## src/rtl/ttlx8_out_stage_if.sv

```systemverilog
// Event bus from the real-time output buffer core into the TTL output stage.
interface ttlx8_out_stage_if #(
  parameter int NUM_CH = 8
);
  logic              counter_matched;
  logic [63+NUM_CH:0] rto_out;
  logic              timestamp_error;
  logic              overflow_error;

  modport master (output counter_matched, rto_out, timestamp_error, overflow_error);
  modport slave  (input  counter_matched, rto_out, timestamp_error, overflow_error);
endinterface

```

## src/rtl/ttlx8_out_stage.sv

```systemverilog
// TTL output stage: per-channel level/pulse FSMs, override/invert pin register,
// event counter, last timestamp and sticky buffer error flags.

module ttlx8_ch #(
   parameter int PW_BITS = 16
) (
   input  logic               clk,
   input  logic               reset,
   input  logic               ev,
   input  logic               d,
   input  logic               mask,
   input  logic [PW_BITS-1:0] pw,
   output logic               lvl
);
   typedef enum logic {IDLE, PULSE} state_t;

   state_t             state, state_n;
   logic [PW_BITS-1:0] cnt, cnt_n;
   logic               lvl_n;

   always_ff @(posedge clk) begin
      if (reset) begin
         state <= IDLE;
         cnt   <= '0;
         lvl   <= 1'b0;
      end else begin
         state <= state_n;
         cnt   <= cnt_n;
         lvl   <= lvl_n;
      end
   end

   always_comb begin
      state_n = state;
      cnt_n   = cnt;
      lvl_n   = lvl;
      if (ev) begin
         // An event always wins, so a pulse-mode event in PULSE reloads the count.
         if (d && mask) begin
            lvl_n   = 1'b1;
            cnt_n   = (pw == '0) ? PW_BITS'(1) : pw;
            state_n = PULSE;
         end else begin
            lvl_n   = d;
            cnt_n   = '0;
            state_n = IDLE;
         end
      end else if (state == PULSE) begin
         if (cnt == PW_BITS'(1)) begin
            lvl_n   = 1'b0;
            cnt_n   = '0;
            state_n = IDLE;
         end else begin
            cnt_n = cnt - PW_BITS'(1);
         end
      end
   end
endmodule

module ttlx8_out_stage #(
   parameter int NUM_CH     = 8,
   parameter int PW_BITS    = 16,
   parameter int EVCNT_BITS = 32
) (
   input  logic                  clk,
   input  logic                  reset,
   ttlx8_out_stage_if.slave      bus,
   input  logic [NUM_CH-1:0]     pulse_mode_mask,
   input  logic [PW_BITS-1:0]    pulse_width,
   input  logic [NUM_CH-1:0]     override_en,
   input  logic [NUM_CH-1:0]     override_val,
   input  logic [NUM_CH-1:0]     invert,
   input  logic                  error_clear,
   output logic [NUM_CH-1:0]     ttl_out,
   output logic [EVCNT_BITS-1:0] event_count,
   output logic [63:0]           last_timestamp,
   output logic                  ts_err_sticky,
   output logic                  ovf_err_sticky
);
   logic [NUM_CH-1:0] lvl;

   ttlx8_ch #(.PW_BITS(PW_BITS)) u_ch [NUM_CH-1:0] (
      .clk   (clk),
      .reset (reset),
      .ev    (bus.counter_matched),
      .d     (bus.rto_out[NUM_CH-1:0]),
      .mask  (pulse_mode_mask),
      .pw    (pulse_width),
      .lvl   (lvl)
   );

   always_ff @(posedge clk) begin
      if (reset) begin
         ttl_out        <= '0;
         event_count    <= '0;
         last_timestamp <= '0;
         ts_err_sticky  <= 1'b0;
         ovf_err_sticky <= 1'b0;
      end else begin
         ttl_out <= ((override_en & override_val) | (~override_en & lvl)) ^ invert;
         if (bus.counter_matched) begin
            last_timestamp <= bus.rto_out[63+NUM_CH:NUM_CH];
            if (event_count != '1)
               event_count <= event_count + EVCNT_BITS'(1);
         end
         // Set has priority over clear.
         ts_err_sticky  <= bus.timestamp_error | (ts_err_sticky  & ~error_clear);
         ovf_err_sticky <= bus.overflow_error  | (ovf_err_sticky & ~error_clear);
      end
   end
endmodule

```

## src/flat_wrapper.sv

```systemverilog
// flat-port wrapper written by rule: the top's interface ports become plain ports
module ttlx8_out_stage_flat 
#(
   parameter int NUM_CH     = 8,
   parameter int PW_BITS    = 16,
   parameter int EVCNT_BITS = 32
)
  (clk, reset, pulse_mode_mask, pulse_width, override_en, override_val, invert, error_clear, ttl_out, event_count, last_timestamp, ts_err_sticky, ovf_err_sticky, bus_counter_matched, bus_rto_out, bus_timestamp_error, bus_overflow_error);
  ttlx8_out_stage_if #(.NUM_CH(NUM_CH)) bus_i ();
  input  logic clk;
  input  logic reset;
  input  logic [NUM_CH-1:0] pulse_mode_mask;
  input  logic [PW_BITS-1:0] pulse_width;
  input  logic [NUM_CH-1:0] override_en;
  input  logic [NUM_CH-1:0] override_val;
  input  logic [NUM_CH-1:0] invert;
  input  logic error_clear;
  output logic [NUM_CH-1:0] ttl_out;
  output logic [EVCNT_BITS-1:0] event_count;
  output logic [63:0] last_timestamp;
  output logic ts_err_sticky;
  output logic ovf_err_sticky;
  input wire logic [$bits(bus_i.counter_matched)-1:0] bus_counter_matched;
  input wire logic [$bits(bus_i.rto_out)-1:0] bus_rto_out;
  input wire logic [$bits(bus_i.timestamp_error)-1:0] bus_timestamp_error;
  input wire logic [$bits(bus_i.overflow_error)-1:0] bus_overflow_error;
  assign bus_i.counter_matched = bus_counter_matched;
  assign bus_i.rto_out = bus_rto_out;
  assign bus_i.timestamp_error = bus_timestamp_error;
  assign bus_i.overflow_error = bus_overflow_error;
  ttlx8_out_stage #(.NUM_CH(NUM_CH), .PW_BITS(PW_BITS), .EVCNT_BITS(EVCNT_BITS)) u_core (.clk(clk), .reset(reset), .bus(bus_i), .pulse_mode_mask(pulse_mode_mask), .pulse_width(pulse_width), .override_en(override_en), .override_val(override_val), .invert(invert), .error_clear(error_clear), .ttl_out(ttl_out), .event_count(event_count), .last_timestamp(last_timestamp), .ts_err_sticky(ts_err_sticky), .ovf_err_sticky(ovf_err_sticky));
endmodule
```

## config.mk

```make
export PLATFORM = sky130hd
export DESIGN_NAME = ttlx8_out_stage_flat
export DESIGN_NICKNAME = d
export VERILOG_FILES = /design/src/rtl/ttlx8_out_stage_if.sv /design/src/rtl/ttlx8_out_stage.sv /design/src/flat_wrapper.sv
export SDC_FILE = /design/constraint.sdc
export NUM_CORES = 1
export LEC_CHECK = 0
export ABC_AREA = 1
export CAP_MARGIN = 40
export CELL_PAD_IN_SITES_DETAIL_PLACEMENT = 1
export CELL_PAD_IN_SITES_GLOBAL_PLACEMENT = 1
export CORE_AREA = 2 2 291 149
export CTS_BUF_LIST = sky130_fd_sc_hd__clkbuf_8 sky130_fd_sc_hd__clkbuf_16
export CTS_CLUSTER_SIZE = 20
export DETAILED_ROUTE_END_ITERATION = 8
export DIE_AREA = 0 0 293 151
export GPL_ROUTABILITY_DRIVEN = 0
export HOLD_SLACK_MARGIN = 0.12
export PLACE_DENSITY_LB_ADDON = 0.12
export SETUP_SLACK_MARGIN = 0.4
export SLEW_MARGIN = 40
export SYNTH_ARGS = -nofsm -noshare
export SYNTH_HDL_FRONTEND = slang
export SYNTH_SLANG_ARGS = --single-unit
export TNS_END_PERCENT = 10
```

## constraint.sdc

```tcl
create_clock -name clk -period 1.56 [get_ports clk]
set_input_delay 0.312 -clock clk [delete_from_list [all_inputs] [get_ports clk]]
set_output_delay 0.312 -clock clk [all_outputs]
set_load 0.05 [all_outputs]
```

==> qor.csv, run 1 <==
stage,metric,value,unit
status,status,"complete, no violations",
logic_synthesis,#FFs+latches synth,250,
critical_path,CP peak stage delay,360,ps
pwr,Leakage,9.562,nW
global_routing,GRT overflow,0,
finish,Area growth syn-to-layout,59.94,%
floorplanning,CORE AREA,0.04158,mm²
timing,Clock Skew,21.56,ps
timing,Rel. slew slack,64.03,%
timing,worst slew pin tran,539.0,ps
clock_tree,CTS buffer count,26,
logic_synthesis,"Seq/Total Area, Yosys",35.67,%
detailed_routing,DR WL/cell,18.12,µm
floorplanning,die footprint,0.04424,mm²
logic_synthesis,Yosys warnings,0,
detailed_routing,number of DRC markers in iteration 0,744,
logic_synthesis,count of different cell masters after synthesis,36,
critical_path,critical path's most frequent cell,nand2_1,
floorplanning,height of the die,151,µm
hold_path,worst min path class,input pin to flop,
detailed_routing,Top Metal Used,met4,
floorplanning,Initial Util,33.74,%
critical_path,Worst Path Required,2010,ps
logic_synthesis,synthesized cell area,0.01403,mm²
place,placed instance area,0.01862,mm²
detailed_routing,DRC violations left,0,
detailed_routing,Routed met2 length,28.66,mm
critical_path,Crit Path Category,flop to flop,
detailed_routing,met1 wire length,25.75,mm
critical_path,crit path cell chain,inv_4 > ha_4 > nand3_2 > nor2_2 > nand2_1 > nand2_2 > buf_4 > clkinvlp_4 > nand2_1 > a21oi_1,
timing,Final Max Tran Viols,0,
timing,fmax,656.7,MHz
finish,"Design Area, Final",0.02244,mm²
floorplanning,Die W,293,µm
clock_tree,H-tree depth,1,
global_routing,initial antenna violation count,1,
finish,layout net count,2756,
timing,Period minus WS final,1523,ps
clock_tree,Num Clock Sinks,250,
place,Final HPWL DP,37.54,mm
clock_tree,Clock Latency Late Sink,570,ps
critical_path,startpoint type of the worst setup path,flop,
pwr,VDD IR-drop max,0.7127,mV
detailed_routing,met3 WL,1.721,mm
timing,Final Cycle Share,97.61,%
finish,"commonest cells after routing, fill and taps aside","nand2_1 (381), nor2_1 (295), a21oi_1 (192)",
detailed_routing,Via-to-Cell Ratio,5.058,
finish,share of post-route cells with drive strength above 1,36.28,%
critical_path,CP Max Fanout,6,
place,placed cells,3079,
global_routing,global-route wire length before repair,86.37,mm
clock_tree,clock buffer depth,3,
timing,# setup viols final,0,
critical_path,CP arrival,1980,ps
global_routing,largest net degree at the start of global routing,74,
finish,Final Non-Filler Cells,3183,
logic_synthesis,Cells after Synth,2203,
clock_tree,CTS root buf,clkbuf_16,
detailed_routing,Antenna Nets Post-Route,0,
clock_tree,clk slew on worst S/H paths,70,ps
finish,"most common cell after layout, fill and taps aside",nand2_1,
timing,RSZ-0062 raised after global routing,true,
logic_synthesis,Post-Syn Nets,2346,
job,max-cap violations,0,
hold_path,hold path depth,4,
detailed_routing,final wirelength,57.68,mm
detailed_routing,via count,16099,
logic_synthesis,Avg Synthesized Cell Area,6.368,µm²
place,IO buf count,231,
floorplanning,# IOs,232,
critical_path,CP max stage cell,dfxtp_4,
timing,hold slack final,219.9,ps
critical_path,reg2reg path depth,10,
floorplanning,# rows,53,
critical_path,CP Capture Type,flop,
detailed_routing,DR pass1 iterations,4,
timing,Final Hold Violating Endpoints,0,
clock_tree,CTS tree,built,
global_routing,vias in the first global route,16237,
global_routing,gr usage total,24.31,%
finish,Filler Cell Count,5078,
pwr,PwrDens,919.5,mW/mm²
## synthesized netlist by cell type
cell type | n | area share (%)
nand2_1 | 477 | 13
nor2_1 | 391 | 10
dfxtp_1 | 250 | 36
a21oi_1 | 227 | 8.1
o21ai_0 | 201 | 7.2
inv_1 | 200 | 5.4
nand3_1 | 161 | 5.7
clkbuf_1 | 69 | 1.8
xor2_1 | 52 | 3.2
a21oi_2 | 22 | 1.4
buf_2 | 22 | 0.78
nand4_1 | 18 | 0.80
ha_1 | 17 | 1.5
xnor2_1 | 13 | 0.81
nand2_2 | 10 | 0.45
inv_2 | 8 | 0.21
mux2i_1 | 8 | 0.57
nor2_2 | 7 | 0.31
nand3b_1 | 6 | 0.32
or2_2 | 6 | 0.27
a31oi_1 | 5 | 0.22
buf_1 | 5 | 0.13
o21a_1 | 5 | 0.27
buf_12 | 3 | 0.43
nand2_4 | 3 | 0.24
nor3_1 | 3 | 0.11
and2_1 | 2 | 0.089
buf_6 | 2 | 0.16
o21ai_1 | 2 | 0.071
o21bai_1 | 2 | 0.11
a21o_1 | 1 | 0.054
clkinv_1 | 1 | 0.027
nor2_4 | 1 | 0.080
nor2_8 | 1 | 0.14
nor3b_1 | 1 | 0.054
or2_1 | 1 | 0.045
## flip-flops by register name, indices dropped and copies added (netlist names)
name / count
u_core.event_count: 32
u_core.u_ch.state: 8
u_core.last_timestamp: 64
u_core.u_ch.cnt: 128
u_core.ts_err_sticky: 1
u_core.ttl_out: 8
u_core.ovf_err_sticky: 1
u_core.u_ch.lvl: 8
## report_power, final
part           internal [W]  leakage [nW]  total (W)  switching, W
Combinational       0.00258          6.94    0.00602       0.00344
Sequential          0.00683          2.13    0.00736      0.000525
Clock               0.00426         0.484    0.00726       0.00300
## worst paths after layout
check,slack (ps),startpoint,endpoint
hold reg to reg,460,u_core.u_ch[7].state,u_core.u_ch[7].state
setup / recovery,40,u_core.u_ch[2].cnt[1],u_core.u_ch[2].cnt[2]
hold / removal,220,bus_counter_matched,u_core.u_ch[1].lvl
setup reg to reg,40,u_core.u_ch[2].cnt[1],u_core.u_ch[2].cnt[2]
## metrics by stage
stage / total power [W] / util (%) / setup TNS (ps) / worst slack, ps
2_1_floorplan: 0.01018 / - / -384.8 / -27.39
3_3_place_gp: 0.01202 / 44.79 / -4015 / -316.7
3_5_place_dp: 0.01213 / 44.79 / -5753 / -344.7
4_1_cts: 0.01956 / 48.48 / 0 / 36.42
5_1_grt: 0.02161 / 53.96 / -662.0 / -61.76
6_report: 0.02063 / 53.97 / 0 / 37.21
## logic make-up (layout without fill, tap and decap cells)
logic type	Yosys count	in the layout	share of synthesized area (%)
AND/OR/NAND/NOR	1088	1088	31.87
other	0	1	0
multiplexers	8	8	0.5708
flip-flops	250	250	35.67
buffers and inverters	310	739	8.945
XOR/XNOR	65	65	4.058
AO/OA/AOI/OAI	465	465	17.36
adder cells (fa/ha/maj)	17	17	1.516
## worst max-delay path: cells and delay by family, from the launching register on
family                     cells  cell delay [ps]
AOI/OAI and AO/OA              1               70
buffers and inverters          3              400
adders and majority gates      1              130
DFF                            1              360
and+or+nand+nor                5              440
## layer usage
metal	GRT usage (%)	vias up
li1	-	7907
met1	30.54	7904
met2	43.54	205
met3	3.624	83
met4	6.769	0
met5	0	-
## layout make-up
class                   instances  area (µm²)  area share, %
inverters                     209       838.3          3.736
diodes                          1       2.502        0.01115
multi-input cells            1643        9231          41.14
repair buffers                482        5373          23.94
flip-flops and latches        250        5325          23.73
clock buffers                  34       794.5          3.541
repair inverters                1       7.507        0.03346
clock inverters                13       178.9         0.7974
well taps                     550       688.2          3.067
## timing repair
action | CTS | global route
buffers inserted | 20 | 31
endpoints found under the setup margin | 282 | 284
gates cloned | 3 | 0
hold buffers | 2 | 0
pin swaps | 18 | 146
resized for setup | 101 | 660
endpoints found under the hold margin | 6 | 0
Note: power is estimated with default switching activity, not from simulation.
==> run 2, diff against run 1 <==
- CORE_AREA: 2 2 291 149 -> 2 2 157 274
- DIE_AREA: 0 0 293 151 -> 0 0 159 276
==> qor.csv, run 2 (synthesized netlist as in run 1, its figures left out) <==
stage,metric,value,unit,change
clock_tree,Clock Latency Late Sink,580,ps,was 570 ps
critical_path,reg2reg path depth,11,,was 10
floorplanning,die footprint,0.04388,mm²,was 0.04424 mm²
detailed_routing,DR pass1 iterations,4,,unchanged
floorplanning,height of the die,276,µm,was 151 µm
timing,# setup viols final,2,,was 0
timing,Final Cycle Share,102.9,%,was 97.61%
critical_path,R2R setup slack,0,ps,was 40 ps
critical_path,Worst Path Required,1250,ps,was 2010 ps
finish,"most common cell after layout, fill and taps aside",nand2_1,,unchanged
pwr,clock share of power,33.6,%,was 35.2%
timing,Final TNS setup,-46.40,ps,was 0 ps
floorplanning,# rows,99,,was 53
timing,fmax,622.7,MHz,was 656.7 MHz
pwr,Internal Power,0.01329,W,was 0.01367 W
job,max-cap violations,0,,unchanged
timing,worst setup margin,-45.90,ps,was 37.21 ps
clock_tree,CTS buffer count,27,,was 26
clock_tree,Num Clock Sinks,250,,unchanged
critical_path,Crit Path Category,flop to output pin,,was flop to flop
critical_path,CP max stage cell,dfxtp_4,,unchanged
pwr,Leakage,9.526,nW,was 9.562 nW
pwr,Reg power frac,36.2,%,was 35.7%
finish,Final Non-Filler Cells,3171,,was 3183
status,status,"finished, violations left",,"was complete, no violations"
critical_path,crit path cell chain,buf_6 > buf_6 > buf_12,,was inv_4 > ha_4 > nand3_2 > nor2_2 > nand2_1 > nand2_2 > buf_4 > clkinvlp_4 > nand2_1 > a21oi_1
critical_path,startpoint type of the worst setup path,flop,,unchanged
timing,hold slack final,154.5,ps,was 219.9 ps
timing,Final Hold Violating Endpoints,0,,unchanged
clock_tree,CTS tree,built,,unchanged
place,placed instance area,0.01842,mm²,was 0.01862 mm²
clock_tree,clock buffer depth,3,,unchanged
global_routing,GRT overflow,0,,unchanged
global_routing,initial antenna violation count,2,,was 1
finish,layout net count,2738,,was 2756
finish,share of post-route cells with drive strength above 1,35.81,%,was 36.28%
place,Final HPWL DP,40.61,mm,was 37.54 mm
pwr,Sw Share,34.58,%,was 33.76%
floorplanning,Die W,159,µm,was 293 µm
timing,Clock Skew,19.60,ps,was 21.56 ps
global_routing,met2 GRT Util,49.38,%,was 43.54%
critical_path,CP arrival,1290,ps,was 1980 ps
hold_path,worst min path class,input pin to flop,,unchanged
finish,"Design Area, Final",0.02233,mm²,was 0.02244 mm²
clock_tree,clk slew on worst S/H paths,70,ps,about the same
critical_path,CP Max Fanout,5,,was 6
timing,RSZ-0062 raised after global routing,true,,unchanged
hold_path,hold wc startpoint,reset,,was bus_counter_matched
global_routing,largest net degree at the start of global routing,68,,was 74
pwr,power consumption,0.02032,W,was 0.02063 W
critical_path,critical path's most frequent cell,buf_6,,was nand2_1
detailed_routing,number of DRC markers in iteration 0,483,,was 744
place,IO buf count,231,,unchanged
pwr,VDD IR-drop max,0.7252,mV,was 0.7127 mV
critical_path,CP endpoint,event_count[15],,was u_core.u_ch[2].cnt[2]
finish,Filler Cell Count,5121,,was 5078
finish,Top Registers,"u_core.u_ch.cnt (128), u_core.last_timestamp (64), u_core.event_count (32)",,unchanged
pwr,P_sw,0.007025,W,was 0.006965 W
detailed_routing,Via-to-Cell Ratio,5.156,,was 5.058
detailed_routing,final wirelength,60.90,mm,was 57.68 mm
pwr,Comb power frac,30.2,%,was 29.2%
global_routing,met1 Usage GRT,25.93,%,was 30.54%
finish,largest reg by FF count,u_core.u_ch.cnt,,unchanged
floorplanning,CORE AREA,0.04162,mm²,was 0.04158 mm²
finish,"commonest cells after routing, fill and taps aside","nand2_1 (381), nor2_1 (303), o21ai_0 (186)",,"was nand2_1 (381), nor2_1 (295), a21oi_1 (192)"
global_routing,met3 Use GR,4.560,%,was 3.624%
finish,Area growth syn-to-layout,59.13,%,was 59.94%
timing,worst slew pin tran,542.3,ps,was 539.0 ps
critical_path,Critical path origin,u_core.event_count[15],,was u_core.u_ch[2].cnt[1]
pwr,PwrDens,910.1,mW/mm²,was 919.5 mW/mm²
global_routing,global-route wire length before repair,91.09,mm,was 86.37 mm
floorplanning,# IOs,232,,unchanged
critical_path,CP peak stage delay,370,ps,was 360 ps
clock_tree,CTS root buf,clkbuf_16,,unchanged
timing,Rel. slew slack,63.81,%,was 64.03%
timing,Final Max Tran Viols,0,,unchanged
critical_path,CP Capture Type,output pin,,was flop
detailed_routing,DRC violations left,0,,unchanged
place,placed cells,3063,,was 3079
global_routing,gr usage total,25.56,%,was 24.31%
timing,Period minus WS final,1606,ps,was 1523 ps
detailed_routing,DR WL/cell,19.20,µm,was 18.12 µm
detailed_routing,via count,16350,,was 16099
finish,Largest register FFs,128,,unchanged
critical_path,reg2reg end,u_core.u_ch[2].cnt[4],,was u_core.u_ch[2].cnt[2]
global_routing,GRT Max-Usage Layer,met2,,unchanged
floorplanning,Initial Util,33.71,%,was 33.74%
global_routing,vias in the first global route,17219,,was 16237
critical_path,r2r startpoint,u_core.u_ch[2].cnt[2],,was u_core.u_ch[2].cnt[1]
clock_tree,H-tree depth,1,,unchanged
detailed_routing,Antenna Nets Post-Route,0,,unchanged
status,failing checks,setup timing,,
run 2: cell count changes in the layout (fill, tap and decap cells not counted), moves of 5 or more:
| cell | change |
|---|---|
| dfxtp_1 | +11 |
| dfxtp_2 | -10 |
| nand3_1 | -10 |
| a21oi_1 | -9 |
| a21oi_2 | +9 |
| buf_4 | -8 |
| nor2_1 | +8 |
| nor2_2 | -7 |
| nand2_2 | -6 |
| nand2_4 | +6 |
| nand3_4 | +6 |
| buf_12 | -5 |
| buf_8 | -5 |
run 2: stage by stage:
stage          util (%)  setup slack [ps]
3_5_place_dp      44.26            -244.3
2_1_floorplan         -            -27.39
4_1_cts           47.72             25.70
5_1_grt           53.64            -93.57
6_report          53.64            -45.90
3_3_place_gp      44.26            -212.8
run 2: power by group through the flow:
stage | clock [W] | sequential [W] | combinational [W]
after floorplan | 0 | 0.00769 | 0.00250
after global placement | 0 | 0.00728 | 0.00471
after detailed placement | 0 | 0.00729 | 0.00484
after CTS | 0.00702 | 0.00717 | 0.00499
after global routing | 0.00727 | 0.00740 | 0.00667
final | 0.00683 | 0.00735 | 0.00615
run 2: per-layer routing:
layer,vias to the layer above,share of wire [%]
met5,-,0
met4,0,5.6
met3,159,4.2
met2,375,54
met1,7976,36
li1,7840,-
run 2: final cells by class:
type | instances | area, µm² | share of cell area (%)
multi-input combinational | 1643 | 9398 | 42.09
sequential | 250 | 5309 | 23.78
timing repair buffer | 464 | 5165 | 23.14
inverter | 209 | 842.1 | 3.772
clock buffer | 35 | 797.0 | 3.570
tap | 555 | 694.4 | 3.110
clock inverter | 13 | 115.1 | 0.5156
antenna | 2 | 5.005 | 0.02242
run 2: critical path, delay by kind of cell (launching register included):
kind | cells | cell delay (ps)
buffers and inverters | 3 | 360
flip-flops | 1 | 370
run 2: worst min-delay path by stage:
stage	end	slack, ps	cells past startpoint
4_1_cts	u_core.u_ch[2].cnt[10]	130	4
2_1_floorplan	u_core.ovf_err_sticky	430	2
3_3_place_gp	u_core.u_ch[3].lvl	450	2
5_1_grt	u_core.u_ch[2].cnt[10]	150	4
6_report	u_core.u_ch[2].cnt[10]	150	4
3_5_place_dp	u_core.u_ch[7].state	460	2
run 2: what timing repair did:
action                     in CTS  in global routing
cloned                          3                  2
hold endpoints to repair        4                  0
setup endpoints to repair     282                282
hold buffers                    2                  0
pin swaps                      10                152
setup buffers                  29                 22
resized for setup              79                686
